### src/rtl/fetch_aligner_if.sv
// fetch_aligner_if: redirect, instruction-memory and decode handshake signals of the fetch aligner.
interface fetch_aligner_if;
  logic        redirect;
  logic [31:0] redirect_pc;
  logic        mem_req;
  logic [31:0] mem_addr;
  logic        mem_valid;
  logic [31:0] mem_rdata;
  logic        inst_valid;
  logic        inst_ready;
  logic [31:0] inst;
  logic [31:0] inst_pc;
  logic        inst_is_c;
  modport master (
    input  redirect, redirect_pc, mem_valid, mem_rdata, inst_ready,
    output mem_req, mem_addr, inst_valid, inst, inst_pc, inst_is_c
  );
  modport slave (
    output redirect, redirect_pc, mem_valid, mem_rdata, inst_ready,
    input  mem_req, mem_addr, inst_valid, inst, inst_pc, inst_is_c
  );
endinterface

### src/rtl/fetch_aligner.sv
// fetch_aligner: word fetcher and halfword aligner presenting 16/32-bit instructions to decode.
// Defining FETCH_ALIGNER_PERF_EN adds the stall_cnt decode-starvation counter port.
module fetch_aligner #(
  parameter logic [31:0] RESET_PC = 32'h0000_0000
) (
  input  logic clk,
  input  logic reset,
  fetch_aligner_if.master bus
`ifdef FETCH_ALIGNER_PERF_EN
  ,
  output logic [31:0] stall_cnt
`endif
);
  logic [63:0] hbuf, hbuf_d;
  logic [2:0]  hcnt, hcnt_d, pop, push, keep;
  logic [31:0] fetch_addr, head_pc;
  logic        outstanding, drop, skip_low;
  logic        is_c, valid, req, resp;
  logic [15:0] first_hw;
  assign is_c     = hcnt != 3'd0 && hbuf[1:0] != 2'b11;
  assign valid    = is_c || hcnt >= 3'd2;
  // one request in flight, and only when a whole word still fits
  assign req      = !reset && !bus.redirect && !outstanding && hcnt <= 3'd2;
  assign resp     = bus.mem_valid && !bus.redirect && !drop;
  assign pop      = valid && bus.inst_ready && !bus.redirect ? (is_c ? 3'd1 : 3'd2) : 3'd0;
  assign push     = resp ? (skip_low ? 3'd1 : 3'd2) : 3'd0;
  assign keep     = hcnt - pop;
  assign hcnt_d   = keep + push;
  assign first_hw = skip_low ? bus.mem_rdata[31:16] : bus.mem_rdata[15:0];
  assign bus.mem_req    = req;
  assign bus.mem_addr   = fetch_addr;
  assign bus.inst_valid = valid;
  assign bus.inst_is_c  = is_c;
  assign bus.inst       = is_c ? {16'h0, hbuf[15:0]} : hbuf[31:0];
  assign bus.inst_pc    = head_pc;
  always_comb begin
    hbuf_d = hbuf >> {pop, 4'b0};
    for (int i = 0; i < 4; i++) begin
      if (push != 3'd0 && 3'(i) == keep) hbuf_d[16*i +: 16] = first_hw;
      if (push == 3'd2 && 3'(i) == keep + 3'd1) hbuf_d[16*i +: 16] = bus.mem_rdata[31:16];
    end
  end
  always_ff @(posedge clk or posedge reset) begin
    if (reset) begin
      hbuf        <= 64'd0;
      hcnt        <= 3'd0;
      fetch_addr  <= RESET_PC & ~32'h3;
      head_pc     <= RESET_PC;
      skip_low    <= RESET_PC[1];
      outstanding <= 1'b0;
      drop        <= 1'b0;
    end else if (bus.redirect) begin
      hcnt        <= 3'd0;
      head_pc     <= bus.redirect_pc & ~32'h1;
      fetch_addr  <= bus.redirect_pc & ~32'h3;
      skip_low    <= bus.redirect_pc[1];
      // a request still in flight must be swallowed when it returns
      outstanding <= outstanding && !bus.mem_valid;
      drop        <= outstanding && !bus.mem_valid;
    end else begin
      hbuf        <= hbuf_d;
      hcnt        <= hcnt_d;
      head_pc     <= head_pc + {28'd0, pop, 1'b0};
      fetch_addr  <= fetch_addr + (req ? 32'd4 : 32'd0);
      outstanding <= req || (outstanding && !bus.mem_valid);
      drop        <= drop && !bus.mem_valid;
      if (resp) skip_low <= 1'b0;
    end
  end
`ifdef FETCH_ALIGNER_PERF_EN
  always_ff @(posedge clk or posedge reset) begin
    if (reset) stall_cnt <= 32'd0;
    else if (bus.inst_ready && !valid) stall_cnt <= stall_cnt + 32'd1;
  end
`endif
endmodule

### src/flat_wrapper.sv
// flat-port wrapper written by rule: the top's interface ports become plain ports
module fetch_aligner_flat 
#(
  parameter logic [31:0] RESET_PC = 32'h0000_0000
)
  (clk, reset, bus_redirect, bus_redirect_pc, bus_mem_valid, bus_mem_rdata, bus_inst_ready, bus_mem_req, bus_mem_addr, bus_inst_valid, bus_inst, bus_inst_pc, bus_inst_is_c);
  fetch_aligner_if bus_i ();
  input  logic clk;
  input  logic reset;
  input wire logic [$bits(bus_i.redirect)-1:0] bus_redirect;
  input wire logic [$bits(bus_i.redirect_pc)-1:0] bus_redirect_pc;
  input wire logic [$bits(bus_i.mem_valid)-1:0] bus_mem_valid;
  input wire logic [$bits(bus_i.mem_rdata)-1:0] bus_mem_rdata;
  input wire logic [$bits(bus_i.inst_ready)-1:0] bus_inst_ready;
  output wire logic [$bits(bus_i.mem_req)-1:0] bus_mem_req;
  output wire logic [$bits(bus_i.mem_addr)-1:0] bus_mem_addr;
  output wire logic [$bits(bus_i.inst_valid)-1:0] bus_inst_valid;
  output wire logic [$bits(bus_i.inst)-1:0] bus_inst;
  output wire logic [$bits(bus_i.inst_pc)-1:0] bus_inst_pc;
  output wire logic [$bits(bus_i.inst_is_c)-1:0] bus_inst_is_c;
  assign bus_i.redirect = bus_redirect;
  assign bus_i.redirect_pc = bus_redirect_pc;
  assign bus_i.mem_valid = bus_mem_valid;
  assign bus_i.mem_rdata = bus_mem_rdata;
  assign bus_i.inst_ready = bus_inst_ready;
  assign bus_mem_req = bus_i.mem_req;
  assign bus_mem_addr = bus_i.mem_addr;
  assign bus_inst_valid = bus_i.inst_valid;
  assign bus_inst = bus_i.inst;
  assign bus_inst_pc = bus_i.inst_pc;
  assign bus_inst_is_c = bus_i.inst_is_c;
  fetch_aligner #(.RESET_PC(RESET_PC)) u_core (.clk(clk), .reset(reset), .bus(bus_i));
endmodule
### config.mk
export PLATFORM = sky130hd
export DESIGN_NAME = fetch_aligner_flat
export DESIGN_NICKNAME = d
export VERILOG_FILES = /design/src/rtl/fetch_aligner_if.sv /design/src/rtl/fetch_aligner.sv /design/src/flat_wrapper.sv
export SDC_FILE = /design/constraint.sdc
export NUM_CORES = 1
export LEC_CHECK = 0
export CAP_MARGIN = 5
export CORE_UTILIZATION = 53
export CTS_BUF_LIST = sky130_fd_sc_hd__clkbuf_16
export DETAILED_ROUTE_END_ITERATION = 12
export PLACE_DENSITY = 0.86
export SETUP_SLACK_MARGIN = 0.02
export SYNTH_ARGS = -nofsm -noshare
export SYNTH_HDL_FRONTEND = slang
export SYNTH_SLANG_ARGS = --single-unit
### constraint.sdc
create_clock -name clk -period 7.4 [get_ports clk]
set_input_delay 2.22 -clock clk [delete_from_list [all_inputs] [get_ports clk]]
set_output_delay 2.22 -clock clk [all_outputs]
set_load 0.01 [all_outputs]
==> reports/qor.yml <==
grt_max_degree: 72
cts_root_buffer: "clkbuf_16"
fin_util: 0.699
placementRows: 44
final_common_cell: "clkdlybuf4s50_1"
holdWs_ns: 0.496
synth_cells: 822
required_ns: 5.18
synth-edff-count: 0
yosys.area.top_type: "dfrtp_1"
pin_count: 168
synth_top_cell_area_share: 0.403
ff2ff_path_depth: 12
cts_hold_buf: 0
yosysUniqueCellTypes: 60
rsz0062_at_grt: "false"
route.vias.total: 7455
htree_levels: 4
die_h_um: 126
worstPathArrival_ns: 4.18
drv_slew: 0
hold_violations: 0
drive_above_1_share: 0.118
final_cell_mix: "163 x clkdlybuf4s50_1, 131 x dfrtp_1, 62 x a21oi_1"
synth_ff_type: "dfrtp_1"
clk_pin_slew_ns: 0.06
design_area_um2: 10300
min_path_type: "reg -> reg"
crit_fanout: 3
cts.sinks: 131
wl_um: 23800
die_area_um2: 15900
synth_top_cells_by_area: "dfrtp_1 40%, mux2_2 5.9%, mux2i_1 4.1%"
worst_pin_slew_ns: 0.984
hold-path-cell-count: 1
route.detailed.drc: 0
cts_resized: 0
vias_per_cell: 6.50
cts_max_path_buffers: 2
grt_pass1_wl_um: 37700
peakVddDrop_mv: 0.233
rrSetupSlack_ns: 3.21
dr.pass1.iters: 6
finalWeightedCongestion: 0.871
ys_ff_latch: 131
status: "finished clean"
ys_warn_count: 0
syn_area_um2: 8140
clock_latency_ns: 0.42
drt_iter0_drc: 846
worstSetupPathType: "in -> out"
grt_pass1_vias: 7308
finalCritPeriodShare: 0.865
antenna_found_initial: 0
final.min_clock_period_ns: 6.40
start_util: 0.552
cap_violations: 0
critPathLaunchType: "input port"
cts_buffers: 17
avgSynthCellArea_um2: 9.91
finalSetupViolCount: 0
async_flop_share: 1.00
clock_skew_ns: 0.0112
power_density_nw_per_um2: 334
end_kind: "primary output"
die_w_um: 126
postPlaceCellArea_um2: 9790
final_antenna_net_count: 0
power_leakage_nw: 3.97
final_nets: 1030
grt_overflow: 0
hold_end: "u_core.hbuf[5]"
cts_setup_buffers: 0
fmax_mhz: 156
slew_headroom: 0.344
reg2reg_from: "u_core.hcnt[2]"
coreArea_um2: 14800
ys_seq_area_frac: 0.403
grt_usage: 0.305
dpl.hpwl_um: 15600
port_buffers: 163
diodes: 0
min-delay-start: "u_core.hbuf[5]"
r2r-end: "u_core.hbuf[31]"
tns_ns: 0
area_delta_synth_final_pct: 26.6
crit_path_start: "bus_redirect"
wl_per_cell_um: 20.8
cts_tree: "yes"
[final cells by class]
cell class / instances / area [um^2]
Fill cell: 1096 / 4440
Multi-Input combinational cell: 600 / 4420
Sequential cell: 131 / 3280
Timing Repair Buffer: 185 / 1800
Clock buffer: 17 / 425
Tap cell: 184 / 230
Clock inverter: 14 / 100
Inverter: 16 / 62.6
[routing by layer]
layer | share of wire | vias to the layer above | track usage
li1 | - | 3347 | -
met1 | 0.40 | 3585 | 0.395
met2 | 0.47 | 456 | 0.482
met3 | 0.093 | 67 | 0.0709
met4 | 0.030 | 0 | 0.148
met5 | 0 | - | 0
[synthesized netlist by cell type (2+ instances only)]
cell type    n
dfrtp_1    131
nor4_2       2
nor2_1      19
mux2i_1     33
a31oi_1     20
xor2_1      17
nand4_1     13
or3_1        7
nor4_1       6
buf_2       24
nor3_1      40
o2bb2ai_1   16
buf_1        4
a22oi_1     16
nor2b_1     18
xnor2_1     35
a221o_1     16
a211oi_2     2
o22a_1      16
o21ai_0     18
o22ai_1      8
a211oi_1    16
nand3_1     27
nand2_1     54
a221oi_1    16
nor3_4       2
ha_1         7
and3_1      11
mux2_2      43
a21oi_1     62
and2_1       2
clkbuf_1    25
inv_1       15
nand2b_1    10
o32a_1      16
fa_1         3
or4_1        2
buf_4       23
and4_1       4
nor4_4       3
[metrics by stage]
stage          worst slack [ns]  power, mW  std cells
6_report                  0.999       3.44       1147
5_1_grt                   0.906       3.62       1147
4_1_cts                    1.03       3.43       1147
3_5_place_dp              0.754       2.66       1116
3_3_place_gp              0.875       2.61       1116
2_1_floorplan              1.01       2.10        824
[state kept, by name, summed over array words and instances (netlist names)]
signal,flops
u_core.bus.inst_pc,31
u_core.bus.mem_addr,30
u_core.drop,1
u_core.hbuf,64
u_core.hcnt,3
u_core.outstanding,1
u_core.skip_low,1
[how the worst max path moves through the flow]
| stage | to | slack (ns) | cells past startpoint |
|---|---|---|---|
| after detailed placement | u_core.hbuf[31] | 0.75 | 14 |
| final | bus_mem_req | 1.0 | 4 |
| after CTS | bus_mem_req | 1.03 | 4 |
| after global routing | u_core.hbuf[20] | 0.91 | 14 |
| after global placement | u_core.hbuf[9] | 0.88 | 14 |
| after floorplan | u_core.hbuf[1] | 1.01 | 19 |
[worst max-delay path, stage by stage]
cell and delay [ns]:
clkdlybuf4s50_1 0.42, or4_1 0.51, a21oi_1 0.35, clkdlybuf4s50_1 0.68
[report_power, final]
group	total (mW)	internal [mW]	switching [mW]	leakage (nW)
logic	1.55	0.766	0.788	2.15
registers	1.13	0.925	0.205	1.56
clock network	0.760	0.450	0.310	0.261
[logic make-up (layout without fill, tap and decap cells)]
logic type | Yosys count | count (layout) | share of synthesized area
adders and majority gates | 10 | 10 | 0.0181
and+or+nand+nor | 228 | 228 | 0.159
DFF | 131 | 131 | 0.403
buffers and inverters | 93 | 232 | 0.0581
muxes | 76 | 76 | 0.100
AOI/OAI and AO/OA | 230 | 230 | 0.204
other | 1 | 3 | 0.000461
xor gates and xnor gates | 53 | 53 | 0.0579
(Power assumes the default switching activity.)
